<file path="src/rtl/pcs_transmit_pkg.sv">
// Shared types and code-group constants for the 1000BASE-X PCS transmit path.
// Code groups are written abcdeifghj with bit 9 = a.
package pcs_transmit_pkg;

  typedef enum logic [2:0] {
    StIdleK, StIdleD, StStart, StData, StEndT, StEndR, StEndR2
  } tx_state_t;

  typedef enum logic [2:0] {
    KindData, KindIdle, KindComma, KindStart, KindEnd, KindCarrier, KindError
  } tx_kind_t;

  localparam logic [9:0] SetIn     = 10'b0011111010;  // K28.5
  localparam logic [9:0] SetIp     = 10'b1100000101;
  localparam logic [9:0] SetSn     = 10'b1101101000;  // K27.7
  localparam logic [9:0] SetSp     = 10'b0010010111;
  localparam logic [9:0] SetTn     = 10'b1011101000;  // K29.7
  localparam logic [9:0] SetTp     = 10'b0100010111;
  localparam logic [9:0] SetRn     = 10'b1110101000;  // K23.7
  localparam logic [9:0] SetRp     = 10'b0001010111;
  localparam logic [9:0] SetVn     = 10'b0111101000;  // K30.7
  localparam logic [9:0] SetVp     = 10'b1000010111;
  localparam logic [9:0] SetD162n  = 10'b0110110101;
  localparam logic [9:0] SetD162p  = 10'b1001000101;
  localparam logic [9:0] SetD56    = 10'b1010010110;

  localparam logic [7:0] OctD162 = 8'h50;
  localparam logic [7:0] OctD56  = 8'hC5;

  function automatic logic is_supported(input logic [7:0] octet);
    case (octet)
      8'h00, 8'h01, 8'h22, 8'h43, 8'h64,
      8'h85, 8'hA6, 8'hC7, 8'hE8, 8'hE9: is_supported = 1'b1;
      default:                           is_supported = 1'b0;
    endcase
  endfunction

endpackage

</file>
<file path="src/rtl/pcs_tx_encoder.sv">
// Combinational 8b/10b map for the restricted data subset plus the ordered-set
// control groups; rd = 1 means running disparity is positive.
module pcs_tx_encoder
  import pcs_transmit_pkg::*;
(
  input  logic [7:0] octet,
  input  tx_kind_t   kind,
  input  logic       rd,
  output logic [9:0] code,
  output logic       valid,
  output logic       rd_next
);

  logic [7:0] oct;
  logic [5:0] c6;
  logic [3:0] c4;
  logic       inv6, inv4, rd_mid;
  logic [2:0] ones6;
  logic [3:0] ones10;
  logic [9:0] data_code;

  always_comb begin
    oct = octet;
    if (kind == KindIdle) oct = rd ? OctD162 : OctD56;

    // RD- column; inv marks groups whose RD+ form is the complement
    c6   = 6'b000000;
    inv6 = 1'b0;
    case (oct[4:0])
      5'd0:  begin c6 = 6'b100111; inv6 = 1'b1; end
      5'd1:  begin c6 = 6'b011101; inv6 = 1'b1; end
      5'd2:  begin c6 = 6'b101101; inv6 = 1'b1; end
      5'd3:  c6 = 6'b110001;
      5'd4:  begin c6 = 6'b110101; inv6 = 1'b1; end
      5'd5:  c6 = 6'b101001;
      5'd6:  c6 = 6'b011001;
      5'd7:  begin c6 = 6'b111000; inv6 = 1'b1; end
      5'd8:  begin c6 = 6'b111001; inv6 = 1'b1; end
      5'd9:  c6 = 6'b100101;
      5'd16: begin c6 = 6'b011011; inv6 = 1'b1; end
      default: ;
    endcase
    if (inv6 && rd) c6 = ~c6;

    ones6  = 3'($countones(c6));
    rd_mid = (ones6 > 3'd3) ? 1'b1 : (ones6 < 3'd3) ? 1'b0 : rd;

    c4   = 4'b0000;
    inv4 = 1'b0;
    case (oct[7:5])
      3'd0: begin c4 = 4'b1011; inv4 = 1'b1; end
      3'd1: c4 = 4'b1001;
      3'd2: c4 = 4'b0101;
      3'd3: begin c4 = 4'b1100; inv4 = 1'b1; end
      3'd4: begin c4 = 4'b1101; inv4 = 1'b1; end
      3'd5: c4 = 4'b1010;
      3'd6: c4 = 4'b0110;
      default: begin c4 = 4'b1110; inv4 = 1'b1; end
    endcase
    if (inv4 && rd_mid) c4 = ~c4;

    data_code = {c6, c4};

    code  = data_code;
    valid = 1'b1;
    unique case (kind)
      KindData: begin
        if (!is_supported(octet)) begin
          code  = rd ? SetVp : SetVn;
          valid = 1'b0;
        end
      end
      KindIdle:    code = data_code;
      KindComma:   code = rd ? SetIp : SetIn;
      KindStart:   code = rd ? SetSp : SetSn;
      KindEnd:     code = rd ? SetTp : SetTn;
      KindCarrier: code = rd ? SetRp : SetRn;
      KindError: begin
        code  = rd ? SetVp : SetVn;
        valid = 1'b0;
      end
      default: ;
    endcase

    ones10  = 4'($countones(code));
    rd_next = (ones10 == 4'd6) ? 1'b1 : (ones10 == 4'd4) ? 1'b0 : rd;
  end

endmodule

</file>
<file path="src/rtl/pcs_transmit.sv">
// 1000BASE-X PCS transmit: GMII octets in, one registered 10-bit code group out per
// clock, with idle generation, frame delimiters and even-slot realignment.
module pcs_transmit
  import pcs_transmit_pkg::*;
(
  input  logic       CLK,
  input  logic       RESET,
  input  logic [7:0] TXD,
  input  logic       TX_EN,
  input  logic       TX_ER,
  output logic [9:0] PUDR,
  output logic       TX_EVEN,
  output logic       TRANSMITTING,
  output logic       TX_CODE_ERR
);

  tx_state_t  state_q, state_d;
  tx_kind_t   kind;
  logic       rd_q, rd_next, valid;
  logic [9:0] code;

  always_comb begin
    state_d = state_q;
    case (state_q)
      StIdleK:         state_d = StIdleD;
      StIdleD:         state_d = TX_EN ? StStart : StIdleK;
      StStart, StData: state_d = TX_EN ? StData : StEndT;
      StEndT:          state_d = StEndR;
      // TX_EVEN is the slot of the /R/ currently on the pins
      StEndR:          state_d = TX_EVEN ? StEndR2 : StIdleK;
      StEndR2:         state_d = StIdleK;
      default:         state_d = StIdleK;
    endcase
  end

  always_comb begin
    kind = KindComma;
    case (state_d)
      StIdleK:         kind = KindComma;
      StIdleD:         kind = KindIdle;
      StStart:         kind = KindStart;
      StData:          kind = TX_ER ? KindError : KindData;
      StEndT:          kind = KindEnd;
      StEndR, StEndR2: kind = KindCarrier;
      default:         kind = KindComma;
    endcase
  end

  pcs_tx_encoder u_encoder (
    .octet   (TXD),
    .kind    (kind),
    .rd      (rd_q),
    .code    (code),
    .valid   (valid),
    .rd_next (rd_next)
  );

  always_ff @(posedge CLK or negedge RESET) begin
    if (!RESET) begin
      state_q      <= StIdleD;
      rd_q         <= 1'b0;
      PUDR         <= 10'b0;
      TX_EVEN      <= 1'b0;
      TRANSMITTING <= 1'b0;
      TX_CODE_ERR  <= 1'b0;
    end else begin
      state_q      <= state_d;
      rd_q         <= rd_next;
      PUDR         <= code;
      TX_EVEN      <= ~TX_EVEN;
      TRANSMITTING <= (state_d == StStart) || (state_d == StData);
      TX_CODE_ERR  <= ~valid;
    end
  end

endmodule

</file>
<file path="config.mk">
export PLATFORM = sky130hd
export DESIGN_NAME = pcs_transmit
export DESIGN_NICKNAME = d
export VERILOG_FILES = /design/src/rtl/pcs_transmit_pkg.sv /design/src/rtl/pcs_tx_encoder.sv /design/src/rtl/pcs_transmit.sv
export SDC_FILE = /design/constraint.sdc
export NUM_CORES = 1
export LEC_CHECK = 0
export CORE_UTILIZATION = 35
export DETAILED_ROUTE_END_ITERATION = 8
export MAX_ROUTING_LAYER = met4
export PLACE_DENSITY = 0.59
export RECOVER_POWER = 50
export SYNTH_ARGS = -nofsm -noshare
export SYNTH_HDL_FRONTEND = slang
export SYNTH_SLANG_ARGS = --single-unit
</file>
<file path="constraint.sdc">
create_clock -name CLK -period 11.1 [get_ports CLK]
set_input_delay 2.22 -clock CLK [delete_from_list [all_inputs] [get_ports CLK]]
set_output_delay 2.22 -clock CLK [all_outputs]
set_load 0.05 [all_outputs]
</file>
==> flow_summary.ini <==
[clock_tree]
ctsHoldBuffers = 0
cts.sinks = 17
cts-htree-levels = 1
cts_resized = 0
cts_tree = done
clk_pin_slew_ps = 60
cts.path.max_buffers = 2
cts_setup_buffers = 0
cts_root_buf = clkbuf_8
numCtsBuffers = 3
clock_latency_ps = 250

[grt]
grt_max_degree = 26
antenna_found_initial = 0
grt_pass1_vias = 1784
overflow = 0
grtUsageTotal = 0.164
grt_pass1_wl_um = 8350

[floorplan]
die_x_um = 81.8
num_io_pins = 25
die_area_um2 = 6690
core_um2 = 6030
num_rows = 28
initial_utilization = 0.370
die_y_um = 81.8

[worst_setup_path]
end_kind = flip-flop
worstPathRequired_ps = 11240
slowest_delay_ps = 560
cp-start-kind = input port
cp_top_family = adder cells
crit_top_cell = inv_1
reg2reg_depth = 31
r2r_end = rd_q
r2r-start = state_q[0]
crit_arrival_ps = 9320
r2r_setup_slack_ps = 4040
path_class = in2reg
worstPathMaxFanout = 9
slowest_stage = dlygate4sd3_1
cp_num_buf_inv = 6
crit_start = TX_EN

[timing]
finalWorstPathRequiredPeriod_ps = 9190
skew_ps = 0.927
hold_slack_ps = 470
grt_setup_unrepaired = no
setup_viol = 0
fmax_mhz = 109
slew_headroom = 0.449
period_share = 0.828
worstMarginPinSlew_ps = 827
setup_ws_ps = 1910
finalHoldViolations = 0
fin_tns_setup_ps = 0
finalMaxSlewViolations = 0

[worst_hold_path]
worstHoldEndpoint = TX_EVEN
hp-class = reg2reg
hold_depth = 1
hp-start = TX_EVEN

[logic_synthesis]
ys.flop_type = dfrtp_1
syn_nets = 308
yosysSeqAreaShare = 0.191
synthCells = 273
async_reset_ff_frac = 1.00
synthDistinctLibCells = 72
ys_ff_latch = 17
synth_top_area_frac = 0.180
netlist_top_cells_area = dfrtp_1, ha_1, fa_1, inv_1, a21oi_1
synth_top_area_cell = dfrtp_1
synth_common_cells = inv_1, nand2_1, nor2_1
netlist_area_um2 = 2230
syn_avg_cell_area_um2 = 8.17
post-synth-top-count-cell = inv_1
synth_edf_count = 0
yosysWarnings = 0

[route]
drc = 0
wl_per_cell_um = 14.0
first_pass_iters = 4
vias = 1943
drtIter0Drc = 96
wl_um = 5020
postRouteAntennaNets = 0
vias_per_cell = 5.41

[place]
detailed_place_hpwl_um = 3860
gp_congestion = 0.907
place_ws_ps = 1810
portBuffers = 24
place_inst = 355

[final_layout]
n_antenna_cell = 0
nets = 320
nFillCells = 627
instances_no_fill = 359
area_growth_pct = 11.3
drive_gt1_frac = 0.102

[outcome]
status = finished, final reports clean

[run]
maxCapViolations = 0
## layout by cell type (no fill, tap or decap), drive strengths merged, types with 4 or more instances in the layout
cell type and n:
dlygate4sd3 4, nor2b 4, nand3 7, a21o 4, clkbuf 4, a21oi 20, nor2 23, a211oi 4
inv 30, and2 6, ha 15, clkdlybuf4s50 20, o21ai 21, nand2b 4, a31oi 4, nor3 9
xnor2 7, dfrtp 16, fa 8, nand2 22
## final cells by class
cell class                 count  area, µm²  share of cell area
timing repair buffer          25        248              0.0998
multi-input combinational    208       1560               0.627
sequential                    17        427               0.172
clock buffer                   4       45.0              0.0181
inverter                      30        113              0.0454
tap                           75       93.8              0.0378
## layer usage
metal,vias up,global-route usage,wire length [µm]
met5,-,-,0
met4,0,0.0404,81
met3,8,0.0211,172
met2,38,0.264,2340
met1,921,0.216,2430
li1,976,-,-
## registers in the layout, indices dropped and copies added, names as in the netlist
name	cells
rd_q	1
state_q	3
PUDR	10
TX_EVEN	1
TRANSMITTING	1
TX_CODE_ERR	1
## kinds of logic after synthesis
kind of cell,after synthesis,share of synthesized area
compound gates,80,0.265
mux,5,0.0236
buf+inv,48,0.104
flops,17,0.191
fa+ha+maj,23,0.156
xor+xnor,10,0.0427
simple gates,90,0.217
## worst max path at each step
stage	to	slack, ps	cells after the start
after floorplan	rd_q	2750	32
after global placement	rd_q	1890	32
after detailed placement	rd_q	1810	32
after CTS	rd_q	2060	32
after global routing	rd_q	1340	32
final	rd_q	1910	32
## stage by stage
step	instance area, µm²	util
final	2480	0.412
after CTS	2500	0.414
after floorplan	2230	-
after detailed placement	2450	0.407
after global placement	2450	0.407
after global routing	2480	0.412
Power is not shown: default switching activity piles up to over one toggle a cycle in this logic, so the estimate is an artifact.
